--- src/rtl/femtosoc_bus_arbiter.sv ---
// rtl/femtosoc_bus_arbiter.sv - two-master round-robin bus arbiter with slave wait timeout
//
// Ports:
//   clk, reset            sole clock (rising edge); asynchronous active-high reset
//   mX_valid/addr/wdata/wstrb  master X request (wstrb == 0 means read), X = 0, 1
//   mX_ready/rdata/err    master X completion, read data, timeout pulse
//   s_valid/addr/wdata/wstrb   request forwarded to the slave for the granted master
//   s_ready/rdata         slave completion and read data
//   timeout_flag          sticky timeout indicator, cleared only by reset
//   grant                 one-hot owner (01 = master 0, 10 = master 1), 00 when idle
module femtosoc_bus_arbiter #(
    parameter int unsigned TIMEOUT   = 255,
    parameter logic [31:0] ERR_RDATA = 32'hDEAD_BEEF
) (
    input  logic        clk,
    input  logic        reset,

    input  logic        m0_valid,
    output logic        m0_ready,
    input  logic [31:0] m0_addr,
    input  logic [31:0] m0_wdata,
    input  logic [3:0]  m0_wstrb,
    output logic [31:0] m0_rdata,
    output logic        m0_err,

    input  logic        m1_valid,
    output logic        m1_ready,
    input  logic [31:0] m1_addr,
    input  logic [31:0] m1_wdata,
    input  logic [3:0]  m1_wstrb,
    output logic [31:0] m1_rdata,
    output logic        m1_err,

    output logic        s_valid,
    input  logic        s_ready,
    output logic [31:0] s_addr,
    output logic [31:0] s_wdata,
    output logic [3:0]  s_wstrb,
    input  logic [31:0] s_rdata,

    output logic        timeout_flag,
    output logic [1:0]  grant
);

    localparam int CW = ($clog2(TIMEOUT + 1) > 1) ? $clog2(TIMEOUT + 1) : 1;
    localparam logic [CW-1:0] TO_CNT = CW'(TIMEOUT);

    typedef enum logic [1:0] {
        IDLE  = 2'd0,
        BUSY0 = 2'd1,
        BUSY1 = 2'd2,
        GAP   = 2'd3
    } state_t;

    state_t        state;
    logic [CW-1:0] wait_cnt;
    logic          last_m1;     // last owner was master 1, so master 0 wins the next tie

    logic busy0;
    logic busy1;
    logic cur_valid;
    logic timeout_now;

    // Completion path is purely combinational so the slave's ready reaches
    // the master in the same cycle.
    always_comb begin
        busy0       = (state == BUSY0);
        busy1       = (state == BUSY1);
        cur_valid   = (busy0 & m0_valid) | (busy1 & m1_valid);
        // A slave ready arriving in the timeout cycle wins: it is a normal completion.
        timeout_now = (TIMEOUT != 0) && cur_valid && !s_ready && (wait_cnt == TO_CNT);

        s_valid = cur_valid & ~timeout_now;
        s_addr  = '0;
        s_wdata = '0;
        s_wstrb = '0;
        if (busy0) begin
            s_addr  = m0_addr;
            s_wdata = m0_wdata;
            s_wstrb = m0_wstrb;
        end else if (busy1) begin
            s_addr  = m1_addr;
            s_wdata = m1_wdata;
            s_wstrb = m1_wstrb;
        end

        m0_ready = busy0 & m0_valid & (s_ready | timeout_now);
        m1_ready = busy1 & m1_valid & (s_ready | timeout_now);
        m0_err   = busy0 & timeout_now;
        m1_err   = busy1 & timeout_now;
        m0_rdata = '0;
        m1_rdata = '0;
        if (busy0) begin
            m0_rdata = timeout_now ? ERR_RDATA : s_rdata;
        end
        if (busy1) begin
            m1_rdata = timeout_now ? ERR_RDATA : s_rdata;
        end
    end

    always_ff @(posedge clk or posedge reset) begin
        if (reset) begin
            state        <= IDLE;
            wait_cnt     <= '0;
            last_m1      <= 1'b1;
            timeout_flag <= 1'b0;
            grant        <= 2'b00;
        end else begin
            case (state)
                IDLE: begin
                    wait_cnt <= '0;
                    if (m0_valid && (!m1_valid || last_m1)) begin
                        state   <= BUSY0;
                        grant   <= 2'b01;
                        last_m1 <= 1'b0;
                    end else if (m1_valid) begin
                        state   <= BUSY1;
                        grant   <= 2'b10;
                        last_m1 <= 1'b1;
                    end
                end
                BUSY0, BUSY1: begin
                    // A dropped valid (protocol violation), a completion or a
                    // timeout all end the grant through GAP.
                    if (!cur_valid || s_ready || timeout_now) begin
                        state <= GAP;
                        grant <= 2'b00;
                        if (timeout_now) begin
                            timeout_flag <= 1'b1;
                        end
                    end else begin
                        wait_cnt <= wait_cnt + CW'(1);
                    end
                end
                GAP: begin
                    state <= IDLE;
                    grant <= 2'b00;
                end
                default: begin
                    state <= IDLE;
                    grant <= 2'b00;
                end
            endcase
        end
    end

endmodule

--- config.mk ---
export PLATFORM = sky130hd
export DESIGN_NAME = femtosoc_bus_arbiter
export DESIGN_NICKNAME = d
export VERILOG_FILES = /design/src/rtl/femtosoc_bus_arbiter.sv
export SDC_FILE = /design/constraint.sdc
export NUM_CORES = 1
export LEC_CHECK = 0
export BUFFER_PORTS_ARGS = -buffer_cell sky130_fd_sc_hd__buf_2
export CORE_AREA = 10 10 114 116
export DETAILED_ROUTE_END_ITERATION = 12
export DIE_AREA = 0 0 124 126
export PLACE_DENSITY = 0.54
export SLEW_MARGIN = 20
export SYNTH_ARGS = -nofsm -noshare
export SYNTH_HDL_FRONTEND = slang
export SYNTH_SLANG_ARGS = --single-unit
export TNS_END_PERCENT = 1
--- constraint.sdc ---
create_clock -name clk -period 2.5 [get_ports clk]
set_clock_uncertainty 0.15 [all_clocks]
set_input_delay 0.5 -clock clk [delete_from_list [all_inputs] [get_ports clk]]
set_output_delay 0.5 -clock clk [all_outputs]
set_load 0.02 [all_outputs]
Yosys cells after proc, flatten, opt, wreduce, memory -nomap -nowiden
Cells that the tools add are included.
{"block": "classes", "addsub": 1, "eq_ne": 7, "mux": 19, "bitwise_logic": 10, "n_reduce_logical": 17}
{"operator": "32-bit 2-to-1 mux", "n": 7}
{"operator": "8-bit one-hot mux with 2 select lines", "n": 1}
{"operator": "2-bit one-hot mux with 3 select lines", "n": 2}
{"operator": "8-bit by 1-bit adder with 8-bit output, second input constant", "n": 1}
{"operator": "8-bit == test, second input constant", "n": 1}
{"operator": "2-bit 2-to-1 mux", "n": 4}
{"operator": "4-bit 2-to-1 mux", "n": 2}
{"operator": "8-bit 2-to-1 mux", "n": 1}
{"operator": "1-bit AND", "n": 7}
{"operator": "2-bit AND reduction", "n": 3}
{"operator": "2-bit == test, second input constant", "n": 2}
{"operator": "2-bit != test, second input constant", "n": 2}
{"operator": "2-bit nonzero test", "n": 2}
{"operator": "1-bit logical AND", "n": 3}
{"operator": "1-bit zero test", "n": 3}
{"operator": "1-bit logical OR", "n": 3}
{"operator": "3-bit != test, second input constant", "n": 1}
{"operator": "3-bit AND reduction", "n": 1}
{"operator": "2-bit by 1-bit == test with 1-bit output, second input constant", "n": 1}
{"operator": "2-bit zero test", "n": 1}
{"operator": "1-bit 2-to-1 mux", "n": 2}
{"operator": "1-bit bitwise OR", "n": 2}
{"operator": "2-bit OR reduction", "n": 1}
{"operator": "1-bit inverter", "n": 1}
{"block": "word_totals", "regBits": 14, "in_bits": 173, "output_inout_bits": 140, "wordCells": 59}

Depth between registers and ports, before layout
{"block": "depth", "depth_word": 8, "ltp_mapped": 8, "depth_no_buf": 6}

Worst setup path after synthesis
Ideal clock, no wire load.
{"block": "synth_path", "path_type": "register -> output", "startpoint": "register state[0]", "endpoint": "output port m0_rdata[14]", "t_arrival_ns": 1.700, "slack_ns": 0.150, "stages_incl_launch_ff": 9, "path_buffers": 2, "cell_sequence": "dfrtp_1 -> inv_1 -> ha_1 -> buf_2 -> a22oi_4 -> nor2_1 -> nand2_1 -> clkbuf_1 -> and3_1"}
{"block": "synth_via", "elab_chain_cells": 7}
{"element": "from (decl)", "line_no": "55", "source": "state_t state;"}
{"element": "from (signal assigned)", "line_no": "103", "source": "state <= IDLE;"}
{"element": "from (signal assigned)", "line_no": "113", "source": "state <= BUSY0;"}
{"element": "from (signal assigned)", "line_no": "117", "source": "state <= BUSY1;"}
{"element": "2-bit by 1-bit == test with 1-bit output / 2-bit == test (equally long branches)", "line_no": "67, 68"}
{"element": "1-bit AND", "line_no": "69", "source": "cur_valid = (busy0 & m0_valid) | (busy1 & m1_valid);"}
{"element": "1-bit bitwise OR", "line_no": "69"}
{"element": "1-bit logical AND (2 in a row)", "line_no": "71", "source": "timeout_now = (TIMEOUT != 0) && cur_valid && !s_ready && (wait_cnt == TO_CNT);"}
{"element": "32-bit 2-to-1 mux", "line_no": "94", "source": "m0_rdata = timeout_now ? ERR_RDATA : s_rdata;"}
{"element": "32-bit 2-to-1 mux *", "line_no": "93", "source": "if (busy0) begin"}
{"element": "to (decl)", "line_no": "23", "source": "output logic [31:0] m0_rdata,"}
Every way passes the cells marked *; elsewhere a longest branch is shown, timed or not.

Final worst setup path
{"block": "layout_path", "startpoint": "register state[0]", "endpoint": "output port m1_rdata[30]"}
{"block": "layout_via", "elab_chain_cells": 7}
{"element": "2-bit by 1-bit == test with 1-bit output / 2-bit == test (equally long branches)", "line_no": "67, 68"}
{"element": "1-bit AND", "line_no": "69"}
{"element": "1-bit bitwise OR", "line_no": "69"}
{"element": "1-bit logical AND (2 in a row)", "line_no": "71"}
{"element": "32-bit 2-to-1 mux", "line_no": "97", "source": "m1_rdata = timeout_now ? ERR_RDATA : s_rdata;"}
{"element": "32-bit 2-to-1 mux *", "line_no": "96", "source": "if (busy1) begin"}
{"element": "to (decl)", "line_no": "31", "source": "output logic [31:0] m1_rdata,"}
Marks and branches as above.

==> impl_metrics.yaml <==
synth:
  ys.flop_type: "dfrtp_1"
  syn-cell-area_sq_um: 2152
  synth_top_cell_by_area: "a22o_1"
  ys_warn_count: 0
  synthCells: 260
  synth_edf_count: 0
  synth_top_area_frac: 0.2849
  async_flop_share: 1.000
  synth_seq_cells: 14
  synth_nets: 437
  synth.distinct_cells: 49
  seq_area_frac_synth: 0.1634
  avgSynthCellArea_sq_um: 8.277
  synthTopCellsByArea: "a22o_1, o21a_1, dfrtp_1, and3_1, clkbuf_1"
critical_path:
  path_class: "flop to output pin"
  path_max_fanout: 26
  arrival_ns: 1.94
  critPathSlowestCell: "dfrtp_1"
  r2r_slack_ns: 0.36
  r2r-start: "state[1]$_DFFE_PP0P_"
  cp_num_buf_inv: 4
  endpoint_kind: "output pin"
  cp_slowest_stage_delay_ns: 0.40
  start_kind: "flop"
  required_ns: 1.85
  crit_chain: "buf_6, ha_4, a22oi_4, nor4_4, buf_6, buf_12, o21a_1, buf_2"
  critPathTopFamily: "buffers and inverters"
  cp_common_cell: "buf_6"
  r2r_cells: 7
  crit-reg2reg-capture: "state[1]$_DFFE_PP0P_"
cts:
  clk_pin_slew_worst_paths_ns: 0.06
  clock_sinks: 14
  htree_levels: 1
  cts_inserted_buffers: 3
  clockBufferDepth: 2
  clk_latency_ns: 0.25
  cts_hold_buf: 0
  cts_root_buf: "clkbuf_8"
  cts_tree: "built"
sta:
  setup_violations: 80
  hold_viol: 0
  fmax_ghz: 0.3860
  finalCritPeriodShare: 1.036
  tightest_slew_ns: 0.5620
  whs_ns: 0.1396
  rsz0062_at_grt: "true"
  period_minus_slack_ns: 2.591
  slew_headroom: 0.6249
  fin_ws_ns: -0.09081
  slew_violations: 0
floorplan:
  std_cell_rows: 38
  initial_core_util: 0.2012
  die_w_um: 124
  ios: 313
  fp.coreArea_sq_um: 10700
  die-area_sq_um: 15620
  die_y_um: 126
route:
  totalWireLength_um: 15930
  ant_nets: 0
  routedWlPerCell_um: 22.18
  drt_pass1_iterations: 4
  drt_iter0_drc: 165
  remaining_drc_errors: 0
  vias: 3600
  avgViaCountPerCell: 5.014
pwr:
  intPower_w: 0.002765
  vdd_drop_max_v: 0.0006496
  powerDensity_nw_per_um2: 1266
  combPwrFrac: 0.892
  power.leakage_nw: 2.561
  seqPwrFrac: 0.068
  p_switching_w: 0.003016
  clockPowerShare: 0.040
  switching_share: 0.5217
layout:
  nets: 753
  areaGrowthSynthToFinish_pct: 112.2
  drive_above_1_share: 0.6435
  design_area_sq_um: 4566
run:
  cap_viol_max_count: 0
outcome:
  violations: "setup timing"
  outcome: "finished with violations"
placed_design:
  dp_hpwl_um: 12670
  portBuffers: 312
  gp_congestion: 0.9079
  dpl_cell_area_sq_um: 3875
min_path:
  holdCritPathClass: "input pin to async pin"
global_routing:
  grt_max_degree: 61
  track_usage: 0.1744
  antenna_found_initial: 4
  grt_pass1_vias: 3425
  grt_overflow: 0
  grt_pass1_wl_um: 21520
registers in the layout (all words and copies together), names as in the netlist:
signal and count:
last_m1 1, grant 2, state 2, wait_cnt 8
timeout_flag 1
worst max path at each step:
stage,start,to,slack [ns],depth (start not counted)
after detailed placement,state[0]$_DFFE_PP0P_,s_wstrb[3],0.05,7
after CTS,state[0]$_DFFE_PP0P_,s_wdata[27],-0.06,9
final,state[0]$_DFFE_PP0P_,m1_rdata[30],-0.09,8
after global placement,state[0]$_DFFE_PP0P_,s_wstrb[3],0.08,7
after floorplan,state[0]$_DFFE_PP0P_,m0_rdata[14],0.15,8
after global routing,state[1]$_DFFE_PP0P_,m1_ready,-0.19,9
timing repair:
action | in CTS | in global routing
gates resized for setup | 69 | 81
buffers inserted | 6 | 4
gates cloned | 3 | 3
pin swaps | 2 | 14
setup endpoints to repair | 136 | 137
endpoints found under the hold margin | 0 | 0
power by group through the flow:
stage                     clock (W)  combinational, W  sequential, W
after floorplan                   0           0.00269       0.000388
after global placement            0           0.00414       0.000389
after detailed placement          0           0.00418       0.000390
after CTS                  0.000236           0.00482       0.000383
after global routing       0.000245           0.00544       0.000403
final                      0.000231           0.00516       0.000390
kinds of logic (layout without fill, tap and decap cells):
logic type / count (synthesis) / in the layout / synth area share
other: 0 / 3 / 0
AO/OA/AOI/OAI: 142 / 142 / 0.5454
adder cells (fa/ha/maj): 4 / 4 / 0.02326
buffers and inverters: 40 / 355 / 0.09360
AND/OR/NAND/NOR: 58 / 58 / 0.1651
flip-flops: 14 / 14 / 0.1634
multiplexers: 2 / 2 / 0.009303
cell type report:
cell class                 instances  area [sq um]
multi-input combinational        206          1653
tap                              140         175.2
inverter                           8         30.03
antenna                            3         7.507
clock buffer                       4         55.05
timing repair buffer             343          2293
sequential                        14         351.6
fill                            1107          6132
Yosys cell counts, drive strengths merged, types with 3 or more instances:
cell type,number
o21a,48
nand2,10
nor3,3
ha,4
nand3,6
inv,8
a22o,70
buf,13
clkbuf,19
and3,17
nand4,3
nor2,8
dfrtp,13
o21ai,3
worst register-to-register path, cell delays in order (launching register included):
cell and delay [ns]:
dfrtp_1 0.41, inv_2 0.08, buf_4 0.13, ha_1 0.28, inv_1 0.10, or3_1 0.45, o22ai_1 0.28, a22oi_1 0.14
through the flow:
stage,total power (W),setup WS [ns],instances,setup TNS (ns),utilization
finish,0.005781,-0.09081,718,-4.328,0.4268
global route,0.006084,-0.1884,717,-12.93,0.4266
CTS,0.005442,-0.05925,708,-1.859,0.3971
detailed placement,0.004571,0.05135,695,0,0.3622
global placement,0.004526,0.08346,695,0,0.3622
floorplan,0.003076,0.1495,260,0,-
metal layers:
| layer | wire length (um) | global-route usage | vias to the layer above |
|---|---|---|---|
| met5 | 11 | 0 | - |
| met4 | 299 | 0.03997 | 2 |
| met3 | 1488 | 0.04200 | 29 |
| met2 | 8037 | 0.3131 | 194 |
| met1 | 6089 | 0.2013 | 1708 |
| li1 | - | - | 1667 |
layout by cell type, fill, tap and decap left out, types with 2 or more instances in the layout:
master      n
a22o_1     70
mux2i_1     2
buf_2     217
buf_16      3
and4_1      2
o22ai_1     2
nor2_1      3
dfrtp_1    13
nor3_1      2
nand4_1     2
clkbuf_8    4
buf_4      80
inv_1       6
ha_1        2
nand2_1     9
nand3_1     5
a31o_2      2
buf_6      37
nor2_2      4
buf_12      3
o21ai_0     3
and2_1      2
ha_4        2
and3_1     15
o21a_1     48
inv_2       2
diode_2     3
(Power assumes the default switching activity.)
